--- config.mk ---
export PLATFORM = sky130hd
export DESIGN_NAME = mem_arb
export DESIGN_NICKNAME = d
export VERILOG_FILES = /design/src/rtl/mem_arb_pkg.sv /design/src/rtl/arb_pick.sv /design/src/rtl/mem_arb.sv
export SDC_FILE = /design/constraint.sdc
export NUM_CORES = 1
export LEC_CHECK = 0
export ABC_AREA = 1
export CAP_MARGIN = 20
export CORE_MARGIN = 1.5
export CORE_UTILIZATION = 43
export DETAILED_ROUTE_END_ITERATION = 7
export PLACE_DENSITY = 0.94
export SYNTH_ARGS = -nofsm -noshare
export SYNTH_HDL_FRONTEND = slang
export SYNTH_SLANG_ARGS = --single-unit
--- constraint.sdc ---
create_clock -name clk -period 4.5 [get_ports clk]
set_input_delay 1.125 -clock clk [delete_from_list [all_inputs] [get_ports clk]]
set_output_delay 1.125 -clock clk [all_outputs]
set_load 0.02 [all_outputs]
--- src/rtl/mem_arb_pkg.sv ---
// mem_arb_pkg: shared types and address check for the two-port memory arbiter
package mem_arb_pkg;
  typedef enum logic {IDLE, ACCESS} state_t;
  typedef logic port_t;
  function automatic logic addr_err(input logic [31:0] adr, input int unsigned words);
    return (adr[1:0] != 2'b00) || ({2'b00, adr[31:2]} >= words);
  endfunction
endpackage

--- src/rtl/arb_pick.sv ---
// arb_pick: combinational winner selection between the two request ports
module arb_pick
  import mem_arb_pkg::*;
(
  input  logic [1:0] req,
  input  port_t      last,
  input  logic       force1,
  output port_t      win
);
  // a lone requester wins outright; a tie goes to the port not granted last, or to port 1 when forced
  always_comb win = (req == 2'b10) ? 1'b1 : (req == 2'b11) ? (force1 | ~last) : 1'b0;
endmodule

--- src/rtl/mem_arb.sv ---
// mem_arb: two-master arbiter onto a unified word memory with alignment/range checking
module mem_arb
  import mem_arb_pkg::*;
#(
  parameter int unsigned MEM_WORDS  = 64,
  parameter int          FIXED_PRI  = 0,
  parameter int unsigned STARVE_MAX = 4
) (
  input  logic        clk,
  input  logic        reset_n,
  input  logic        m0_req,
  input  logic        m1_req,
  input  logic        m0_we,
  input  logic        m1_we,
  input  logic [31:0] m0_adr,
  input  logic [31:0] m1_adr,
  input  logic [31:0] m0_wdata,
  input  logic [31:0] m1_wdata,
  output logic        m0_gnt,
  output logic        m1_gnt,
  output logic        m0_rvalid,
  output logic        m1_rvalid,
  output logic [31:0] m0_rdata,
  output logic [31:0] m1_rdata,
  output logic        m0_err,
  output logic        m1_err,
  output logic        mem_we,
  output logic [31:0] mem_adr,
  output logic [31:0] mem_wdata,
  input  logic [31:0] mem_rdata
);
  localparam int SW = $clog2(STARVE_MAX + 1);
  localparam logic [SW-1:0] SMAX = SW'(STARVE_MAX);
  state_t state;
  logic lat_we, lat_err, force1, sel_we, err;
  port_t lat_port, last, last_in, win;
  logic [SW-1:0] starve;
  logic [1:0] req;
  logic [31:0] sel_adr, sel_wdata;
  assign req = {m1_req, m0_req};
  assign force1 = (FIXED_PRI != 0) && (starve == SMAX);
  assign last_in = (FIXED_PRI != 0) ? 1'b1 : last;
  arb_pick u_pick (.req(req), .last(last_in), .force1(force1), .win(win));
  // route the winning port's request and classify it
  always_comb begin
    sel_we = win ? m1_we : m0_we;
    sel_adr = win ? m1_adr : m0_adr;
    sel_wdata = win ? m1_wdata : m0_wdata;
    err = addr_err(sel_adr, MEM_WORDS);
  end
  // two-state access FSM: latch the winner in IDLE, drive memory and capture read data in ACCESS
  always_ff @(posedge clk or negedge reset_n)
    if (!reset_n) begin
      state <= IDLE;
      lat_we <= 1'b0;
      lat_err <= 1'b0;
      lat_port <= 1'b0;
      last <= 1'b0;
      starve <= '0;
      mem_we <= 1'b0;
      mem_adr <= '0;
      mem_wdata <= '0;
      m0_gnt <= 1'b0;
      m1_gnt <= 1'b0;
      m0_err <= 1'b0;
      m1_err <= 1'b0;
      m0_rvalid <= 1'b0;
      m1_rvalid <= 1'b0;
      m0_rdata <= '0;
      m1_rdata <= '0;
    end else begin
      m0_rvalid <= 1'b0;
      m1_rvalid <= 1'b0;
      if (state == IDLE) begin
        if (|req) begin
          state <= ACCESS;
          lat_we <= sel_we;
          lat_err <= err;
          lat_port <= win;
          last <= win;
          mem_we <= sel_we & ~err;
          mem_adr <= sel_adr;
          mem_wdata <= sel_wdata;
          m0_gnt <= ~win;
          m1_gnt <= win;
          m0_err <= ~win & err;
          m1_err <= win & err;
          if (FIXED_PRI != 0)
            starve <= win ? '0 : (req == 2'b11 && starve != SMAX) ? starve + 1'b1 : starve;
        end
      end else begin
        state <= IDLE;
        mem_we <= 1'b0;
        mem_adr <= '0;
        mem_wdata <= '0;
        m0_gnt <= 1'b0;
        m1_gnt <= 1'b0;
        m0_err <= 1'b0;
        m1_err <= 1'b0;
        if (!lat_we && !lat_err) begin
          if (lat_port) begin
            m1_rdata <= mem_rdata;
            m1_rvalid <= 1'b1;
          end else begin
            m0_rdata <= mem_rdata;
            m0_rvalid <= 1'b1;
          end
        end
      end
    end
endmodule

== After elaboration in Yosys (flattened, before gate mapping) ==
Index checks and enable logic that the tools add are counted.

* Output and inout bits: 135
* Word-level logic and storage cells: 62
* Bits in registers: 139
* Input port bits: 166

* Magnitude comparators: 1
* Multiplexer cells: 27
* Eq/ne operators: 2
* Bitwise operators: 7
* Reductions and logical operators: 10

{| class="wikitable"
|+ Operator list
! cell !! number
|-
| $mux W32 || 6
|-
| $ge A30 B7 Y1 const B || 1
|-
| $mux W1 || 21
|-
| $reduce_and A3 Y1 || 2
|-
| $eq A2 B2 Y1 const B || 2
|-
| $not A1 Y1 || 4
|-
| $reduce_bool A2 Y1 || 2
|-
| $and A1 B1 Y1 || 3
|-
| $logic_not A1 Y1 || 2
|-
| $reduce_and A2 Y1 || 1
|-
| $reduce_or A2 Y1 || 1
|-
| $logic_and A1 B1 Y1 || 1
|-
| $logic_or A1 B1 Y1 || 1
|}

== Longest topological paths before layout ==
Gate-level depths: netlist of run 1.

* Word-level depth: 10
* Mapped depth: 12
* Gate-level depth less buffers: 11

== Hierarchy ==
From an unflattened synthesis of run 1, not the netlist that was laid out.

* Cell total of the unflattened synthesis: 696
* Area, all modules: 5900.7 µm²

{| class="wikitable"
|+ Modules (own cells, without submodules)
! module !! cells each !! sequential area each (µm²) !! times used !! area each (µm²)
|-
| mem_arb || 692 || 3478.3 || 1 || 5885.6
|-
| arb_pick || 4 || 0.0 || 1 || 15.0
|}

== Worst setup path before layout of run 1 ==
No wires, ideal clock.

* Path kind: input port to flip-flop
* Start point: input port m1_req
* End point: register lat_err
* Library setup time: 0.117 ns
* Arrival: 2.115 ns
* Data required time: 4.383 ns
* Path slack: 2.268 ns
* Stages: 12
* Buffers on the path: 2
* Cells stage by stage: buf_2 nand2_4 inv_1 buf_2 nand2_1 nand2_1 nor2_1 nand2_1 nor2_1 nand2_1 nand2_1 nand2_1

* Word-level cells in the longest chain between the ends: 6
* Elaborated cells between the ends (all ways): 10
* Those cells by class: 1 x order compare; 2 x eq/ne; 3 x mux; 4 x reduce/logical

{| class="wikitable"
|+ Ends and longest elaborated chain
! what !! RTL line !! RTL
|-
| start, declared || mem_arb.sv:12 || <nowiki>input logic m1_req,</nowiki>
|-
| $eq A2 B2 Y1 || arb_pick.sv:11 || <nowiki>always_comb win = (req == 2'b10) ? 1'b1 : (req == 2'b11) ? (force1 | ~last) : 1'b0;</nowiki>
|-
| $mux W1 (2 in a row) || arb_pick.sv:11 ||
|-
| $mux W32 || mem_arb.sv:47 || <nowiki>sel_adr = win ? m1_adr : m0_adr;</nowiki>
|-
| $ge A30 B7 Y1 or $reduce_bool A2 Y1 (tied branches) || mem_arb_pkg.sv:6 || <nowiki>return (adr[1:0] != 2'b00) || ({2'b00, adr[31:2]} >= words);</nowiki>
|-
| $logic_or A1 B1 Y1 || mem_arb_pkg.sv:6 ||
|-
| end signal, assigned || mem_arb.sv:78 || <nowiki>lat_err <= err;</nowiki>
|-
| end, declared || mem_arb.sv:35 || <nowiki>logic lat_we, lat_err, force1, sel_we, err;</nowiki>
|}

Parallel ways exist; a longest one is shown, timed or not.
A chain may end at the register's enable or synchronous reset.

== Worst setup path in the final report of run 1 ==
* Start point: input port m0_req
* End point: register m0_err

* Word-level cells in the longest chain between the ends: 9
* Elaborated cells between the ends (all ways): 14
* Those cells by class: 1 x order compare; 2 x eq/ne; 5 x mux; 2 x bitwise; 4 x reduce/logical

{| class="wikitable"
|+ Ends and longest elaborated chain
! what !! RTL line !! RTL
|-
| start, declared || mem_arb.sv:11 || <nowiki>input logic m0_req,</nowiki>
|-
| $eq A2 B2 Y1 || arb_pick.sv:11 ||
|-
| $mux W1 (2 in a row) || arb_pick.sv:11 ||
|-
| $mux W32 || mem_arb.sv:47 ||
|-
| $ge A30 B7 Y1 or $reduce_bool A2 Y1 (tied branches) || mem_arb_pkg.sv:6 ||
|-
| $logic_or A1 B1 Y1 || mem_arb_pkg.sv:6 ||
|-
| $and A1 B1 Y1 || mem_arb.sv:86 || <nowiki>m0_err <= ~win & err;</nowiki>
|-
| $mux W1 || mem_arb.sv:75 || <nowiki>if (|req) begin</nowiki>
|-
| $mux W1 || mem_arb.sv:74 || <nowiki>if (state == IDLE) begin</nowiki>
|-
| end signal, assigned || mem_arb.sv:86 ||
|-
| end, declared || mem_arb.sv:25 || <nowiki>output logic m0_err,</nowiki>
|}

Parallel ways exist; a longest one is shown, timed or not. The select of a mux whose other input is x is not followed.

==> out/summary.txt, run 1 <==
Die area: 14,500 um^2
Critical Path Start Type: input pin
Post-synth top area share: 58.8%
Synth Area per Inst: 8.53 um^2
Crit-path max FO: 46
# resized after CTS: 0
Post-layout net count: 1,146
Sequential Power Share: 35.0%
Cell with the most instances after synthesis: nand2_1
Avg WL per Cell: 16.8 um
Int Pwr: 3.52 mW
Remaining DRCs: 0
Num CTS Buffers: 17
Post-DP HPWL: 14.1 mm
Psw: 1.79 mW
Clk_lat worst skew: 0.42 ns
Vias in the first global route: 5,841
RSZ-0062 raised after global routing: no
Critical path type: in -> reg
Largest net degree at the start of global routing: 95
Drt total wl: 19.6 mm
Post-synth top cells: 248 x nand2_1, 139 x dfrtp_1, 83 x o21ai_0
Core area: 13,300 um^2
Vias per cell: 5.12
Place WS: 0.834 ns
Data required, critical path: 4.80 ns
Area delta synth->final: 63.1%
Reg clk slew, reported paths: 0.06 ns
Distinct cells, synth: 18
Clock Tree Buf Depth: 2
CP endpoint kind: register
Main synth FF type: dfrtp_1
Gr usage total: 27.1%
Layout cells sized above 1: 4.54%
Setup violations, final: 0
Rel. slew slack: 38.5%
I/O Pins: 301
Yosys warning count: 0
Combinational share of power: 37.1%
Worst Max-Slew Pin Slew: 0.921 ns
Top cells by area, synth: dfrtp_1 59%, nand2_1 16%, o21ai_0 7.0%
Asr flop ratio synth: 100%
Critical path's most frequent cell: nand2_1
Routed Antenna Nets: 0
Run status: complete, no violations
# diodes: 0
Yosys reg bits: 139
# hold bufs at CTS: 0
Via count: 5,982
Arrival time worst endpoint: 3.61 ns
Initial Utilization: 44.3%
Register area share after synthesis: 58.8%
# rows: 42
Final Util: 72.2%
Filler cells: 970
Sum of negative setup slack: 0 ns
Post-route worst setup slack: 1.18 ns
Post-synth top area cell: dfrtp_1
Tcrit/Tclk final: 73.7%
Placed cell area: 9010 um^2
Cell chain of the critical path: clkdlybuf4s50_1 -> nand2_2 -> nand2_4 -> inv_1 -> nand2_1 -> nand2_1 -> nor2_1 -> nand2_1 -> nor2_1 -> nand2_1 -> nand2_1 -> nand2_1
Final Hold Viols: 0
Cell area after synthesis: 5910 um^2
F_max: 301 MHz
First-pass GRT wire length: 30.2 mm
Leak Pwr: 4.52 nW
Initial antenna violation count: 0
CTS Root Cell: clkbuf_16
Crit path largest cell delay: 0.54 ns
Drt initial violations: 450
TritonCTS clock tree: built
Sw frac: 33.7%
Final Max Slew Viols: 0
Power per cell area: 550 nW/um^2
Number of buffers added on ports: 300
Post-route cell area: 9640 um^2
Post-Syn Instances: 693
Die height: 120 um
Number of synthesized flops with an enable pin: 0
Share of total power in the clock network: 27.9%
Grt ovf: 0
First-pass iteration count of the detailed router: 5
Total of max-cap violations: 0
Synth Net Count: 859
Die W: 120 um
Slowest cell on the critical path: nand2_4
Setup Fix Bufs, Post-CTS: 0
Routability Congestion: 0.829
Peak supply drop: 0.425 mV
Hold Crit Class: reg -> reg
Max Clock Skew: 0.0109 ns
Htree depth: 4
Clock Sinks: 139
Period minus WS final: 3.32 ns
## through the flow
stage / hold WS [ns] / power (mW) / instances
2_1_floorplan: 0.450 / 2.72 / 693
3_3_place_gp: 0.456 / 3.76 / 1137
3_5_place_dp: 0.459 / 3.84 / 1137
4_1_cts: 0.474 / 5.33 / 1168
5_1_grt: 0.481 / 5.53 / 1168
6_report: 0.470 / 5.31 / 1168
## cell type report
class	instances	area (um^2)	area share [%]
inverters	59	221	2.30
repair buffers	307	3060	31.7
clock buffers	20	457	4.74
well taps	176	220	2.28
clock inverters	11	169	1.75
flip-flops and latches	139	3480	36.1
multi-input cells	456	2040	21.1
## cells by family (layout without fill, tap and decap cells)
logic type	after synthesis	count (layout)	share of synthesized area, %
buf+inv	98	397	6.67
flops	139	139	58.8
simple gates	347	347	24.2
compound gates	109	109	10.3
## cell usage in the layout (no fill, tap or decap), types with 2 or more instances in the layout
master	count
a22o_1	10
a31oi_1	10
buf_4	7
bufinv_16	4
clkbuf_16	17
clkbuf_8	2
clkdlybuf4s50_1	299
clkinv_2	3
clkinv_4	3
dfrtp_1	139
inv_1	56
inv_2	3
nand2_1	248
nand3_1	41
nand3b_1	15
nor2_1	37
nor2_2	2
nor3_1	2
o21ai_0	83
o31ai_1	6
## power by group through the flow
stage / clock (mW) / sequential, mW / combinational, mW
CTS: 1.49 / 1.85 / 1.98
global placement: 0 / 1.84 / 1.92
finish: 1.48 / 1.86 / 1.97
detailed placement: 0 / 1.86 / 1.97
global route: 1.54 / 1.89 / 2.09
floorplan: 0 / 2.31 / 0.408
## layer usage
layer,track usage [%],vias to the layer above,share of wire (%)
li1,-,2778,-
met1,30.9,2839,38
met2,47.3,304,50
met3,6.46,61,7.3
met4,14.0,0,4.1
met5,0,-,0
## registers in the layout, indices dropped and copies added, names as in the netlist, 32 cells and up
register   flops
m0_rdata      32
m1_rdata      32
mem_adr       32
mem_wdata     32
## worst paths after layout
path | from | cells after the start | end | slack, ns
worst max-delay path | m0_req | 12 | m0_err | 1.18
worst min-delay path | m1_gnt | 2 | m1_gnt | 0.47
worst max register to register | last | 11 | m0_err | 1.98
worst min register to register | m1_gnt | 2 | m1_gnt | 0.47
max in group asynchronous | reset_n | 2 | mem_adr[4] | 2.84
min in group asynchronous | reset_n | 1 | m0_rdata[4] | 0.77
## critical path: cells and delay by family
kind	cells	cell delay (ns)
and+or+nand+nor	10	1.64
buffers and inverters	2	0.81
No activity file was read; power rests on OpenSTA's default activity.
==> run 2, diff against run 1 <==
--- a/config.mk
+++ b/config.mk
@@ -8,9 +8,9 @@
 export ABC_AREA = 1
 export CAP_MARGIN = 20
 export CORE_MARGIN = 1.5
-export CORE_UTILIZATION = 43
+export CORE_UTILIZATION = 40
 export DETAILED_ROUTE_END_ITERATION = 7
-export PLACE_DENSITY = 0.94
+export PLACE_DENSITY = 0.88
 export SYNTH_ARGS = -nofsm -noshare
 export SYNTH_HDL_FRONTEND = slang
 export SYNTH_SLANG_ARGS = --single-unit
==> constraint.sdc (replaced) <==
create_clock -name clk -period 3.5 [get_ports clk]
set_input_delay 0.875 -clock clk [delete_from_list [all_inputs] [get_ports clk]]
set_output_delay 0.875 -clock clk [all_outputs]
set_load 0.02 [all_outputs]
==> run 2 against run 1 <==
  * Hold slack better by 0.0071 ns
  * Register-to-register slack worse by 0.56 ns
  * First-iteration DRC count is 25% lower
  * Critical path depth stayed put
  * Design area is 0.27% higher
  * Wire length is 3.7% lower
  * Worst setup slack worse by 0.28 ns
  * Sequential cell count stayed put
  * Combinational power is 28% higher
  * Non-clock buffer count is 2 higher
  * Final cell count is 0.94% higher
  * Die area is 7.3% higher
==> out/summary.txt, run 2 (same netlist as run 1, synthesis figures left out) <==
Run status: complete, no violations
Power per cell area: 691 nW/um^2 (+26%)
Crit-path max FO: 35 (-24%)
Core area: 14,500 um^2 (+8.5%)
Avg WL per Cell: 16.0 um (-4.6%)
Remaining DRCs: 0 (unchanged)
Setup Fix Bufs, Post-CTS: 0 (unchanged)
Via count: 5,763 (-3.7%)
Crit path largest cell delay: 0.54 ns (about the same)
Worst r2r src: state
Area delta synth->final: 63.5%
Slowest cell on the critical path: clkdlybuf4s50_1
Clk_lat worst skew: 0.42 ns (about the same)
Largest net degree at the start of global routing: 86 (-9.5%)
Drt initial violations: 336 (-25%)
Critical Path Start Type: input pin
First-pass iteration count of the detailed router: 5 (unchanged)
Period minus WS final: 2.60 ns
Commonest cells after routing, fill and taps aside: 299 x clkdlybuf4s50_1, 248 x nand2_1, 139 x dfrtp_1
Drt total wl: 18.9 mm (-3.7%)
CP endpoint kind: register
Data required, critical path: 3.81 ns (-0.99 ns)
Post-layout net count: 1,148 (+0.17%)
Place WS: 0.486 ns (-0.348 ns)
Cell chain of the critical path: clkdlybuf4s50_1 -> nand2_2 -> nand2_4 -> inv_1 -> nand2_1 -> nand2_1 -> nor2_1 -> nand2_1 -> nor2_1 -> nand2_1 -> nand2_1 -> nand2_1
Clock Sinks: 139 (unchanged)
TritonCTS clock tree: built
Number of buffers added on ports: 300 (unchanged)
Hold Crit Depth: 2 (unchanged)
# hold bufs at CTS: 0 (unchanged)
Setup violations, final: 0 (unchanged)
Worst Max-Slew Pin Slew: 0.931 ns (+0.0104 ns)
Filler cells: 1,158 (+19%)
Final Hold Viols: 0 (unchanged)
Arrival time worst endpoint: 2.91 ns (-0.70 ns)
# resized after CTS: 0 (unchanged)
Clock Tree Buf Depth: 2 (unchanged)
Vias in the first global route: 5,777 (-1.1%)
FF-to-FF setup slack: 1.42 ns (-0.56 ns)
Htree depth: 4 (unchanged)
Power, Total: 6.68 mW (+26%)
Vias per cell: 4.89 (-4.6%)
Worst hold slack: 0.477 ns (+0.00712 ns)
Initial Utilization: 40.8% (-3.5 points)
Die height: 125 um (+3.6%)
CTS Root Cell: clkbuf_16
First-pass GRT wire length: 30.1 mm (-0.11%)
Hold Crit Class: reg -> reg
Initial antenna violation count: 0 (unchanged)
Reg clk slew, reported paths: 0.06 ns (about the same)
Routability Congestion: 0.826 (-0.34%)
Die W: 125 um (+3.6%)
Sum of negative setup slack: 0 ns (unchanged)
Final Max Slew Viols: 0 (unchanged)
Die area: 15,500 um^2 (+7.3%)
Tcrit/Tclk final: 74.2%
Num CTS Buffers: 17 (unchanged)
I/O Pins: 301 (unchanged)
Launch point of the worst hold path: m1_gnt
Rel. slew slack: 37.8% (-0.69 points)
WHS Endpoint: m1_gnt
# rows: 44 (+4.8%)
RSZ-0062 raised after global routing: no
Post-DP HPWL: 13.6 mm (-3.4%)
# diodes: 0 (unchanged)
Critical path type: in -> reg
Grt ovf: 0 (unchanged)
Layout cells sized above 1: 4.82% (+0.29 points)
Max Clock Skew: 0.0103 ns (-0.000592 ns)
FF/Latch Area: 3480 um^2 (unchanged)
Critical path's most frequent cell: nand2_1
Commonest non-fill, non-tap cell in the layout: clkdlybuf4s50_1
R2R Path End: m1_rdata[7]
Gr usage total: 24.8% (-2.3 points)
R2R depth: 4 (-7)
Total of max-cap violations: 0 (unchanged)
Peak supply drop: 0.535 mV (+26%)
Routed Antenna Nets: 0 (unchanged)
F_max: 385 MHz
Leak Pwr: 4.52 nW (-0.12%)
Post-route worst setup slack: 0.903 ns (-0.278 ns)
Multi-input gate area: 2040 um^2 (unchanged)
## run 2: cell count changes in the layout (fill, tap and decap cells not counted)
cell        change
buf_12          +3
buf_4           -1
bufinv_16       -2
clkbuf_8        +1
clkinv_2        +1
clkinv_4        -2
clkinvlp_4      +3
## run 2: through the flow
stage | cells | utilization, % | cell area [um^2]
3_5_place_dp | 1147 | 62.7 | 9080
3_3_place_gp | 1147 | 62.7 | 9080
5_1_grt | 1179 | 66.8 | 9670
2_1_floorplan | 693 | - | 5910
4_1_cts | 1179 | 66.8 | 9670
6_report | 1179 | 66.8 | 9670
## run 2: per-layer routing
metal / GRT usage (%) / wire length [um] / vias up
li1: - / - / 2783
met1: 30.6 / 7970 / 2709
met2: 41.3 / 9270 / 235
met3: 7.22 / 1100 / 36
met4: 9.13 / 524 / 0
met5: 0 / 0 / -
## run 2: how the worst max path moves through the flow
stage	startpoint	to	cells after the start
2_1_floorplan	m1_req	lat_err	12
3_3_place_gp	m0_req	m0_err	12
3_5_place_dp	m0_req	m0_err	12
4_1_cts	m0_req	m0_err	12
5_1_grt	m0_req	m0_err	12
6_report	m0_req	m0_err	12
## run 2: worst max-delay path, delay by kind of cell
| kind | cells | cell delay (ns) |
|---|---|---|
| buffers and inverters | 2 | 0.84 |
| AND/OR/NAND/NOR | 10 | 1.19 |
## run 2: power breakdown
part / internal (mW) / switching, mW / total, mW / leakage (nW)
sequential: 2.10 / 0.272 / 2.37 / 1.73
clock: 1.10 / 0.682 / 1.78 / 0.281
combinational: 1.21 / 1.32 / 2.53 / 2.51
total: 4.40 / 2.27 / 6.68 / 4.52
## run 2: area by class of cell
| class | count | area share, % |
|---|---|---|
| multi-input cells | 456 | 21.1 |
| inverters | 59 | 2.29 |
| flip-flops and latches | 139 | 36.0 |
| clock buffers | 21 | 4.87 |
| clock inverters | 11 | 1.23 |
| repair buffers | 309 | 32.2 |
| well taps | 184 | 2.38 |
